--- src/rtl/timer_sequencer_pkg.sv ---
// Shared definitions for the timer sequencer: command op codes and FSM states.
package timer_sequencer_pkg;

  localparam logic [1:0] OP_LOAD_PERIOD  = 2'd0;
  localparam logic [1:0] OP_START        = 2'd1;
  localparam logic [1:0] OP_STOP         = 2'd2;
  localparam logic [1:0] OP_SET_PRESCALE = 2'd3;

  typedef enum logic [1:0] {
    ST_IDLE = 2'd0,
    ST_RUN  = 2'd1,
    ST_DONE = 2'd2
  } state_e;

endpackage

--- src/rtl/tick_prescaler.sv ---
// Divides the clock into count ticks: one tick every (prescale+1) enabled cycles.
module tick_prescaler #(
  parameter int PRE_W = 8
) (
  input  logic             clk,
  input  logic             reset,
  input  logic             enable_i,
  input  logic             clear_i,
  input  logic [PRE_W-1:0] prescale_i,
  output logic             tick_o
);

  logic [PRE_W-1:0] pre_cnt_q, pre_cnt_d;

  // A clear (start/stop) restarts the prescale window and suppresses the tick.
  assign tick_o = enable_i && !clear_i && (pre_cnt_q >= prescale_i);

  // Next prescale count: wrap on tick, otherwise advance while enabled.
  always_comb begin
    pre_cnt_d = pre_cnt_q;
    if (clear_i) begin
      pre_cnt_d = '0;
    end else if (enable_i) begin
      if (tick_o) pre_cnt_d = '0;
      else        pre_cnt_d = pre_cnt_q + PRE_W'(1);
    end
  end

  // Prescale count register with synchronous active-low reset.
  always_ff @(posedge clk) begin
    if (!reset) pre_cnt_q <= '0;
    else        pre_cnt_q <= pre_cnt_d;
  end

endmodule

--- src/rtl/timer_sequencer.sv ---
// Command-driven timer: programmable period and prescale, one-shot or periodic,
// with expiry pulse, sticky irq and overrun flags.
module timer_sequencer
  import timer_sequencer_pkg::*;
#(
  parameter int WIDTH = 32,
  parameter int PRE_W = 8
) (
  input  logic             clk,
  input  logic             reset,
  input  logic             cmd_valid,
  output logic             cmd_ready,
  input  logic [1:0]       cmd_op,
  input  logic             cmd_mode,
  input  logic [WIDTH-1:0] cmd_data,
  input  logic             irq_clr,
  output logic [WIDTH-1:0] count,
  output logic             busy,
  output logic             done,
  output logic             expire,
  output logic             irq,
  output logic             overrun,
  output logic             cmd_err
);

  state_e           state_q, state_d;
  logic [WIDTH-1:0] count_q, count_d;
  logic [WIDTH-1:0] period_pend_q, period_pend_d;
  logic [WIDTH-1:0] period_act_q, period_act_d;
  logic [PRE_W-1:0] prescale_q, prescale_d;
  logic             mode_q, mode_d;
  logic             expire_q, expire_d;
  logic             irq_q, irq_d;
  logic             overrun_q, overrun_d;
  logic             cmd_err_q, cmd_err_d;
  logic             cmd_ready_q, cmd_ready_d;

  logic accept, start_ok, stop_run, tick;

  assign accept   = cmd_valid && cmd_ready_q;
  assign start_ok = accept && (cmd_op == OP_START) && (period_pend_q != '0);
  assign stop_run = accept && (cmd_op == OP_STOP) && (state_q == ST_RUN);

  tick_prescaler #(.PRE_W(PRE_W)) u_prescaler (
    .clk        (clk),
    .reset      (reset),
    .enable_i   (state_q == ST_RUN),
    .clear_i    (start_ok || stop_run),
    .prescale_i (prescale_q),
    .tick_o     (tick)
  );

  // Command decode, counter advance and flag updates; commands override a same-cycle tick.
  always_comb begin
    state_d       = state_q;
    count_d       = count_q;
    period_pend_d = period_pend_q;
    period_act_d  = period_act_q;
    prescale_d    = prescale_q;
    mode_d        = mode_q;
    expire_d      = 1'b0;
    cmd_err_d     = 1'b0;
    cmd_ready_d   = !accept;

    if (accept) begin
      case (cmd_op)
        OP_LOAD_PERIOD:  period_pend_d = cmd_data;
        OP_SET_PRESCALE: prescale_d    = cmd_data[PRE_W-1:0];
        OP_START: begin
          if (period_pend_q == '0) begin
            cmd_err_d = 1'b1;
          end else begin
            state_d      = ST_RUN;
            count_d      = '0;
            period_act_d = period_pend_q;
            mode_d       = cmd_mode;
          end
        end
        default: begin
          if (state_q == ST_RUN) state_d = ST_IDLE;
        end
      endcase
    end

    if (!start_ok && !stop_run && tick) begin
      if (count_q == period_act_q - WIDTH'(1)) begin
        count_d  = '0;
        expire_d = 1'b1;
        if (mode_q) period_act_d = period_pend_q;
        else        state_d      = ST_DONE;
      end else begin
        count_d = count_q + WIDTH'(1);
      end
    end

    // Set beats clear on irq; overrun records an expiry that found irq still pending.
    irq_d     = expire_d ? 1'b1 : (irq_clr ? 1'b0 : irq_q);
    overrun_d = (expire_d && irq_q && !irq_clr) ? 1'b1 : (irq_clr ? 1'b0 : overrun_q);
  end

  // State and flag registers with synchronous active-low reset.
  always_ff @(posedge clk) begin
    if (!reset) begin
      state_q       <= ST_IDLE;
      count_q       <= '0;
      period_pend_q <= '0;
      period_act_q  <= '0;
      prescale_q    <= '0;
      mode_q        <= 1'b0;
      expire_q      <= 1'b0;
      irq_q         <= 1'b0;
      overrun_q     <= 1'b0;
      cmd_err_q     <= 1'b0;
      cmd_ready_q   <= 1'b1;
    end else begin
      state_q       <= state_d;
      count_q       <= count_d;
      period_pend_q <= period_pend_d;
      period_act_q  <= period_act_d;
      prescale_q    <= prescale_d;
      mode_q        <= mode_d;
      expire_q      <= expire_d;
      irq_q         <= irq_d;
      overrun_q     <= overrun_d;
      cmd_err_q     <= cmd_err_d;
      cmd_ready_q   <= cmd_ready_d;
    end
  end

  assign cmd_ready = cmd_ready_q;
  assign count     = count_q;
  assign busy      = (state_q == ST_RUN);
  assign done      = (state_q == ST_DONE);
  assign expire    = expire_q;
  assign irq       = irq_q;
  assign overrun   = overrun_q;
  assign cmd_err   = cmd_err_q;

endmodule

--- config.mk ---
export PLATFORM = sky130hd
export DESIGN_NAME = timer_sequencer
export DESIGN_NICKNAME = d
export VERILOG_FILES = /design/src/rtl/timer_sequencer_pkg.sv /design/src/rtl/tick_prescaler.sv /design/src/rtl/timer_sequencer.sv
export SDC_FILE = /design/constraint.sdc
export NUM_CORES = 1
export LEC_CHECK = 0
export ABC_CLOCK_PERIOD_IN_PS = 3100
export CAP_MARGIN = 20
export CORE_AREA = 10 10 162 164
export CTS_BUF_LIST = sky130_fd_sc_hd__clkbuf_8
export CTS_CLUSTER_DIAMETER = 80
export CTS_CLUSTER_SIZE = 30
export DETAILED_ROUTE_END_ITERATION = 12
export DIE_AREA = 0 0 172 174
export DONT_BUFFER_PORTS = 1
export PLACE_DENSITY = 0.47
export SETUP_SLACK_MARGIN = 0.3
export SYNTH_ARGS = -nofsm -noshare
export SYNTH_HDL_FRONTEND = slang
export SYNTH_SLANG_ARGS = --single-unit
--- constraint.sdc ---
create_clock -name clk -period 3.1 [get_ports clk]
set_clock_uncertainty 0.15 [all_clocks]
set_input_delay 0.465 -clock clk [delete_from_list [all_inputs] [get_ports clk]]
set_output_delay 0.465 -clock clk [all_outputs]
set_load 0.01 [all_outputs]
# Word-level counts from Yosys, hierarchy flattened
# Index checks and enable logic that the tools add are counted.
# word_totals
reg_bits	120
output_inout_bits	39
wordCells	81
# op_classes
addsub	3
order_cmp	1
eq_ne	7
muxes	25
n_bitwise	2
n_reduce_logical	31
# ops
cell	count
$mux W32	11
$add A32 B1 Y32 const B	1
$eq A32 B32 Y1	1
$logic_not A32 Y1	1
$reduce_bool A32 Y1	1
$sub A32 B1 Y32 const B	1
$mux W2	6
$logic_and A1 B1 Y1	11
$reduce_and A3 Y1	3
$add A8 B1 Y8 const B	1
$ge A8 B8 Y1	1
$mux W8	1
$reduce_bool A2 Y1	4
$eq A2 B2 Y1 const B	3
$mux W1	6
$logic_not A1 Y1	5
$eq A2 B1 Y1 const B	2
$pmux W2 S2	1
$reduce_and A2 Y1	2
$reduce_or A2 Y1	2
$logic_not A2 Y1	1
$ne A2 B1 Y1 const B	1
$not A1 Y1	2
$logic_or A1 B1 Y1	1

# Depth between registers and ports, before layout
# depth
ltp_word	12
ltp_mapped	14
ltp_nobuf	11

# By module
# A second synthesis with hierarchy kept.
# unflattened
hier_cells	842
hier_area_um2	6712.7
# modules_own_cells
mod	n_inst	cells_each	area_each_um2
timer_sequencer	1	773	6122.1
tick_prescaler	1	69	590.6

# Worst setup path before layout
# Ideal clock, no wire load.
# synth_timing
kind	reg2reg
startpoint	register period_act_q[0]
endpoint	register count_q[11] (netlist: count[11])
setup_time_ns	0.128
arrival_time_ns	2.962
path_slack_ns	-0.139
stages_incl_launch_ff	12
path_buffers	1
period_less_slack_ns	3.239
cell_sequence	dfxtp_1 > inv_1 > ha_1 > nor2b_1 > o311a_1 > or4_1 > or4_1 > nor4_1 > nand2_1 > clkbuf_1 > nand4b_1 > o31ai_1
# synth_between
elab_chain_cells	4
# synth_rtl
element	line	rtl
start, declared	timer_sequencer.sv:29	logic [WIDTH-1:0] period_act_q, period_act_d;
start signal, assigned	timer_sequencer.sv:119	period_act_q <= period_act_d;
$sub A32 B1 Y32	timer_sequencer.sv:86	if (count_q == period_act_q - WIDTH'(1)) begin
$eq A32 B32 Y1	timer_sequencer.sv:86	
$mux W32	timer_sequencer.sv:86	
$mux W32	timer_sequencer.sv:85	if (!start_ok && !stop_run && tick) begin
end signal, assigned	timer_sequencer.sv:117	count_q <= count_d;
end, declared	timer_sequencer.sv:27	logic [WIDTH-1:0] count_q, count_d;
# No other way between the ends.
# A chain may end at the register's enable or synchronous reset.

# Worst setup path in the final report
# layout_timing
startpoint	register period_act_q[0]
endpoint	register count_q[20] (netlist: count[20])
# The elaborated chain is that of the path after synthesis.

==> flow_summary.html <==
<table>
<tr><th>Metric</th><th>Value</th></tr>
<tr><th colspan="2">Layout</th></tr>
<tr><td>Final standard cell utilization of the core</td><td>40.0%</td></tr>
<tr><td>Diode insertion count for antenna repair</td><td>0</td></tr>
<tr><td>Number of standard cells in the layout, taps in and fillers out</td><td>1320</td></tr>
<tr><td>Final net count</td><td>1071</td></tr>
<tr><td>Final-layout fill cell count</td><td>2353</td></tr>
<tr><td>Most common cell after layout, fill and taps aside</td><td>nand2_1</td></tr>
<tr><td>Area added between synthesis and finish</td><td>36.7%</td></tr>
<tr><td>Share of layout cells above drive strength 1</td><td>24.0%</td></tr>
<tr><td>Most used cells in the layout excluding fill and tap cells</td><td>nand2_1, buf_4, dfxtp_1</td></tr>
<tr><th colspan="2">STA</th></tr>
<tr><td>Fin. max-slew vios</td><td>0</td></tr>
<tr><td>Setup slack of the critical path after layout</td><td>-0.0405 ns</td></tr>
<tr><td>Count of endpoints failing hold in the final timing report</td><td>0</td></tr>
<tr><td>Final setup violation count</td><td>6</td></tr>
<tr><td>Worst slew margin relative to its limit</td><td>39.2%</td></tr>
<tr><td>Crit share post-route</td><td>101%</td></tr>
<tr><td>Least-Margin Pin Slew</td><td>0.906 ns</td></tr>
<tr><td>Worst hold slack</td><td>0.0362 ns</td></tr>
<tr><td>Minimum clock period</td><td>3.14 ns</td></tr>
<tr><td>Max frequency</td><td>318 MHz</td></tr>
<tr><td>RSZ-0062 raised after global routing</td><td>yes</td></tr>
<tr><td>Setup TNS</td><td>-0.0819 ns</td></tr>
<tr><th colspan="2">Yosys</th></tr>
<tr><td>Fraction of synthesis flops using an asynchronous set or reset pin</td><td>0%</td></tr>
<tr><td>Count of flip-flops with a built-in enable after synthesis</td><td>0</td></tr>
<tr><td>Count of warnings emitted by yosys</td><td>0</td></tr>
<tr><td>Area of the mapped netlist</td><td>6760 um^2</td></tr>
<tr><td>Dominant synthesized flop cell</td><td>dfxtp_1</td></tr>
<tr><td>Number of standard cells after synthesis</td><td>872</td></tr>
<tr><td>Count of cell types in the netlist</td><td>63</td></tr>
<tr><td>Number of nets produced by synthesis</td><td>926</td></tr>
<tr><td>Synth Area in Compound Gates</td><td>13.7%</td></tr>
<tr><td>Dominant combinational cell family by area after synthesis</td><td>simple AND/OR/NAND/NOR gates</td></tr>
<tr><td>Area share of fa/ha/maj cells after synthesis</td><td>2.78%</td></tr>
<tr><td>Synth Area in Simple Gates</td><td>32.0%</td></tr>
<tr><td>#FFs+latches synth</td><td>120</td></tr>
<tr><td>Share of synthesized area occupied by flip-flops and latches</td><td>35.5%</td></tr>
<tr><td>Fraction of synthesized cell area in xor and xnor cells</td><td>5.44%</td></tr>
<tr><td>Multiplexer share of the synthesized area</td><td>5.92%</td></tr>
<tr><td>Avg Synthesized Cell Area</td><td>7.75 um^2</td></tr>
<tr><th colspan="2">Power</th></tr>
<tr><td>Leak Pwr</td><td>3.86 nW</td></tr>
<tr><td>Power per cell area</td><td>366 nW/um^2</td></tr>
<tr><td>Peak supply drop</td><td>0.000230 V</td></tr>
<tr><th colspan="2">Placed design</th></tr>
<tr><td>Number of buffers inserted by port buffering</td><td>0</td></tr>
<tr><td>Detailed Place HPWL</td><td>17400 um</td></tr>
<tr><td>Post-placement setup slack</td><td>-0.153 ns</td></tr>
<tr><td>Placer Congestion</td><td>0.835</td></tr>
<tr><td>DP Cell Count</td><td>1229</td></tr>
<tr><th colspan="2">Critical path</th></tr>
<tr><td>Element type at the critical path end</td><td>flip-flop</td></tr>
<tr><td>Library cell contributing the largest single delay on the critical path</td><td>or4_4</td></tr>
<tr><td>Delay of the slowest cell on the worst path</td><td>0.51 ns</td></tr>
<tr><td>Beginning of the worst register-to-register path</td><td>period_act_q[0]</td></tr>
<tr><td>Launch point of the critical path</td><td>period_act_q[0]</td></tr>
<tr><td>Signal arrival time at the worst endpoint</td><td>3.28 ns</td></tr>
<tr><td>Worst Reg2Reg Path Length in Cells</td><td>12</td></tr>
<tr><td>Setup crit start kind</td><td>flip-flop</td></tr>
<tr><td>Cell family with the largest share of critical-path delay</td><td>simple AND/OR/NAND/NOR gates</td></tr>
<tr><td>Worst Setup Path Type</td><td>flip-flop to flip-flop</td></tr>
<tr><td>Cells along the critical path</td><td>inv_2, ha_4, nor2b_4, buf_6, o311a_1, or4_1, or4_4, nor4_4, nand2_4, buf_8, nand4_1, o41ai_1</td></tr>
<tr><td>Reg-to-reg setup timing slack</td><td>-0.04 ns</td></tr>
<tr><td>Data required time of the critical path</td><td>3.24 ns</td></tr>
<tr><td>Maximum fanout count along the critical path</td><td>7</td></tr>
<tr><td>Reg-to-Reg End</td><td>count[20]</td></tr>
<tr><td>CP Buf/Inv Count</td><td>3</td></tr>
<tr><th colspan="2">Global routing</th></tr>
<tr><td>Total track usage</td><td>15.3%</td></tr>
<tr><td>First-pass GRT wire length</td><td>36200 um</td></tr>
<tr><td>Global route overflow</td><td>0</td></tr>
<tr><td>Largest net degree at the start of global routing</td><td>75</td></tr>
<tr><td>Antenna violations before repair</td><td>0</td></tr>
<tr><td>Number of global-route vias before repair</td><td>6507</td></tr>
<tr><th colspan="2">Drt</th></tr>
<tr><td>Overall via count from detail_route</td><td>6675</td></tr>
<tr><td>Drt first pass iters</td><td>5</td></tr>
<tr><td>Post-DR wirelength/cell</td><td>17.6 um</td></tr>
<tr><td>DRC viols</td><td>0</td></tr>
<tr><td>Routed Antenna Nets</td><td>0</td></tr>
<tr><td>DR vias/cell</td><td>5.06</td></tr>
<tr><td>Final routed wirelength across all metal layers</td><td>23300 um</td></tr>
<tr><td>Starting DRC count in detailed routing</td><td>374</td></tr>
<tr><th colspan="2">Floorplan</th></tr>
<tr><td>Top Ports</td><td>78</td></tr>
<tr><td>Site Rows</td><td>56</td></tr>
<tr><td>DIE AREA</td><td>29900 um^2</td></tr>
<tr><td>Floorplan die width</td><td>172 um</td></tr>
<tr><td>Total core area</td><td>23100 um^2</td></tr>
<tr><td>Die Y</td><td>174 um</td></tr>
<tr><td>Starting density of the core</td><td>29.2%</td></tr>
<tr><th colspan="2">Clock tree</th></tr>
<tr><td>Library cell used as clock root buffer</td><td>clkbuf_8</td></tr>
<tr><td>CTS max path bufs</td><td>2</td></tr>
<tr><td>Clock buffers created by TritonCTS</td><td>17</td></tr>
<tr><td>Clock insertion delay at the later pin of the skew report</td><td>0.45 ns</td></tr>
<tr><td>Clock sink count</td><td>120</td></tr>
<tr><td>TritonCTS clock tree</td><td>done</td></tr>
<tr><td>Number of H-tree levels</td><td>4</td></tr>
<tr><td>Clock transition at path regs</td><td>0.07 ns</td></tr>
<tr><th colspan="2">Worst hold path</th></tr>
<tr><td>Worst Hold Launch</td><td>reset</td></tr>
<tr><td>Worst min-delay path category</td><td>input port to flip-flop</td></tr>
<tr><td>Cell depth of the worst min-delay path</td><td>2</td></tr>
<tr><td>Worst Hold Endpoint</td><td>period_act_q[0]</td></tr>
<tr><th colspan="2">Run status</th></tr>
<tr><td>Result of the run</td><td>finished, violations left</td></tr>
<tr><td>Failing checks</td><td>negative setup slack</td></tr>
<tr><th colspan="2">Run</th></tr>
<tr><td>Count of maximum capacitance violations</td><td>0</td></tr>
</table>
-- power by group --
group,leakage [nW],switching [W],internal [W]
sequential,0.974,0.0000181,0.00156
clock,0.201,0.000664,0.000749
combinational,2.68,0.000203,0.000186
-- flip-flops by register name, indices dropped and copies added (netlist names) --
name,flops
irq,1
period_act_q,32
expire,1
prescale_q,8
state_q,2
mode_q,1
count,32
overrun,1
cmd_ready,1
u_prescaler.pre_cnt_q,8
period_pend_q,32
cmd_err,1
-- through the flow --
| step | cell area, um^2 | power (W) |
|---|---|---|
| global route | 9240 | 0.00352 |
| global placement | 7940 | 0.00192 |
| CTS | 9040 | 0.00341 |
| detailed placement | 7940 | 0.00192 |
| floorplan | 6940 | 0.00183 |
| finish | 9240 | 0.00338 |
-- worst reg2reg max path, cell delays in order, from the launching register on --
cell and delay (ns):
dfxtp_4 0.37, inv_2 0.05, ha_4 0.17, nor2b_4 0.15, buf_6 0.11, o311a_1 0.30, or4_1 0.47, or4_4 0.51
nor4_4 0.23, nand2_4 0.16, buf_8 0.18, nand4_1 0.07, o41ai_1 0.07
-- worst max-delay path by stage --
stage                       end  cells past startpoint
2_1_floorplan  period_act_q[10]                     12
3_3_place_gp          count[20]                     10
3_5_place_dp          count[20]                     10
4_1_cts               count[20]                     12
5_1_grt        period_act_q[15]                     14
6_report              count[20]                     12
-- metal layers --
layer | track usage [%] | vias up | wire length [um]
li1 | - | 3387 | -
met3 | 4.33 | 18 | 1170
met1 | 18.8 | 3166 | 10400
met5 | 0 | - | 0
met2 | 25.5 | 104 | 11400
met4 | 4.42 | 0 | 326
-- final cells by class --
| type | count | area (um^2) | area share [%] |
|---|---|---|---|
| clock buffers | 19 | 262 | 2.83 |
| well taps | 290 | 363 | 3.93 |
| multi-input cells | 678 | 4400 | 47.6 |
| clock inverters | 13 | 129 | 1.39 |
| inverters | 25 | 93.8 | 1.02 |
| flip-flops and latches | 120 | 2420 | 26.2 |
| repair buffers | 175 | 1580 | 17.1 |
-- cell usage after synthesis, types with 10 or more instances --
cell / count / area [um^2]
nand2_1: 192 / 721
dfxtp_1: 120 / 2400
a21oi_1: 66 / 330
nor2_1: 43 / 161
clkbuf_1: 41 / 154
mux2i_1: 40 / 400
nand3_1: 37 / 185
nor4_1: 26 / 163
nor3_1: 24 / 120
inv_1: 23 / 86.3
xor2_1: 22 / 193
nand4_1: 21 / 131
xnor2_1: 20 / 175
o21ai_0: 16 / 80.1
and3_1: 15 / 93.8
ha_1: 15 / 188
a21o_1: 11 / 82.6
or3_1: 10 / 62.6
or4_1: 10 / 75.1
-- timing repair --
action                                  in CTS  in global routing
cloned                                       2                  1
resized for setup                           43                 29
hold buffers                                34                  0
endpoints found under the hold margin       42                  0
pin swaps                                   21                 23
buffers inserted                            16                  6
endpoints found under the setup margin      69                 69
-- cells by family after synthesis --
group | count (synthesis)
simple gates | 434
compound gates | 147
flops | 120
buf+inv | 74
xor+xnor | 42
mux | 40
fa+ha+maj | 15
Note: power is estimated with default switching activity, not from simulation.
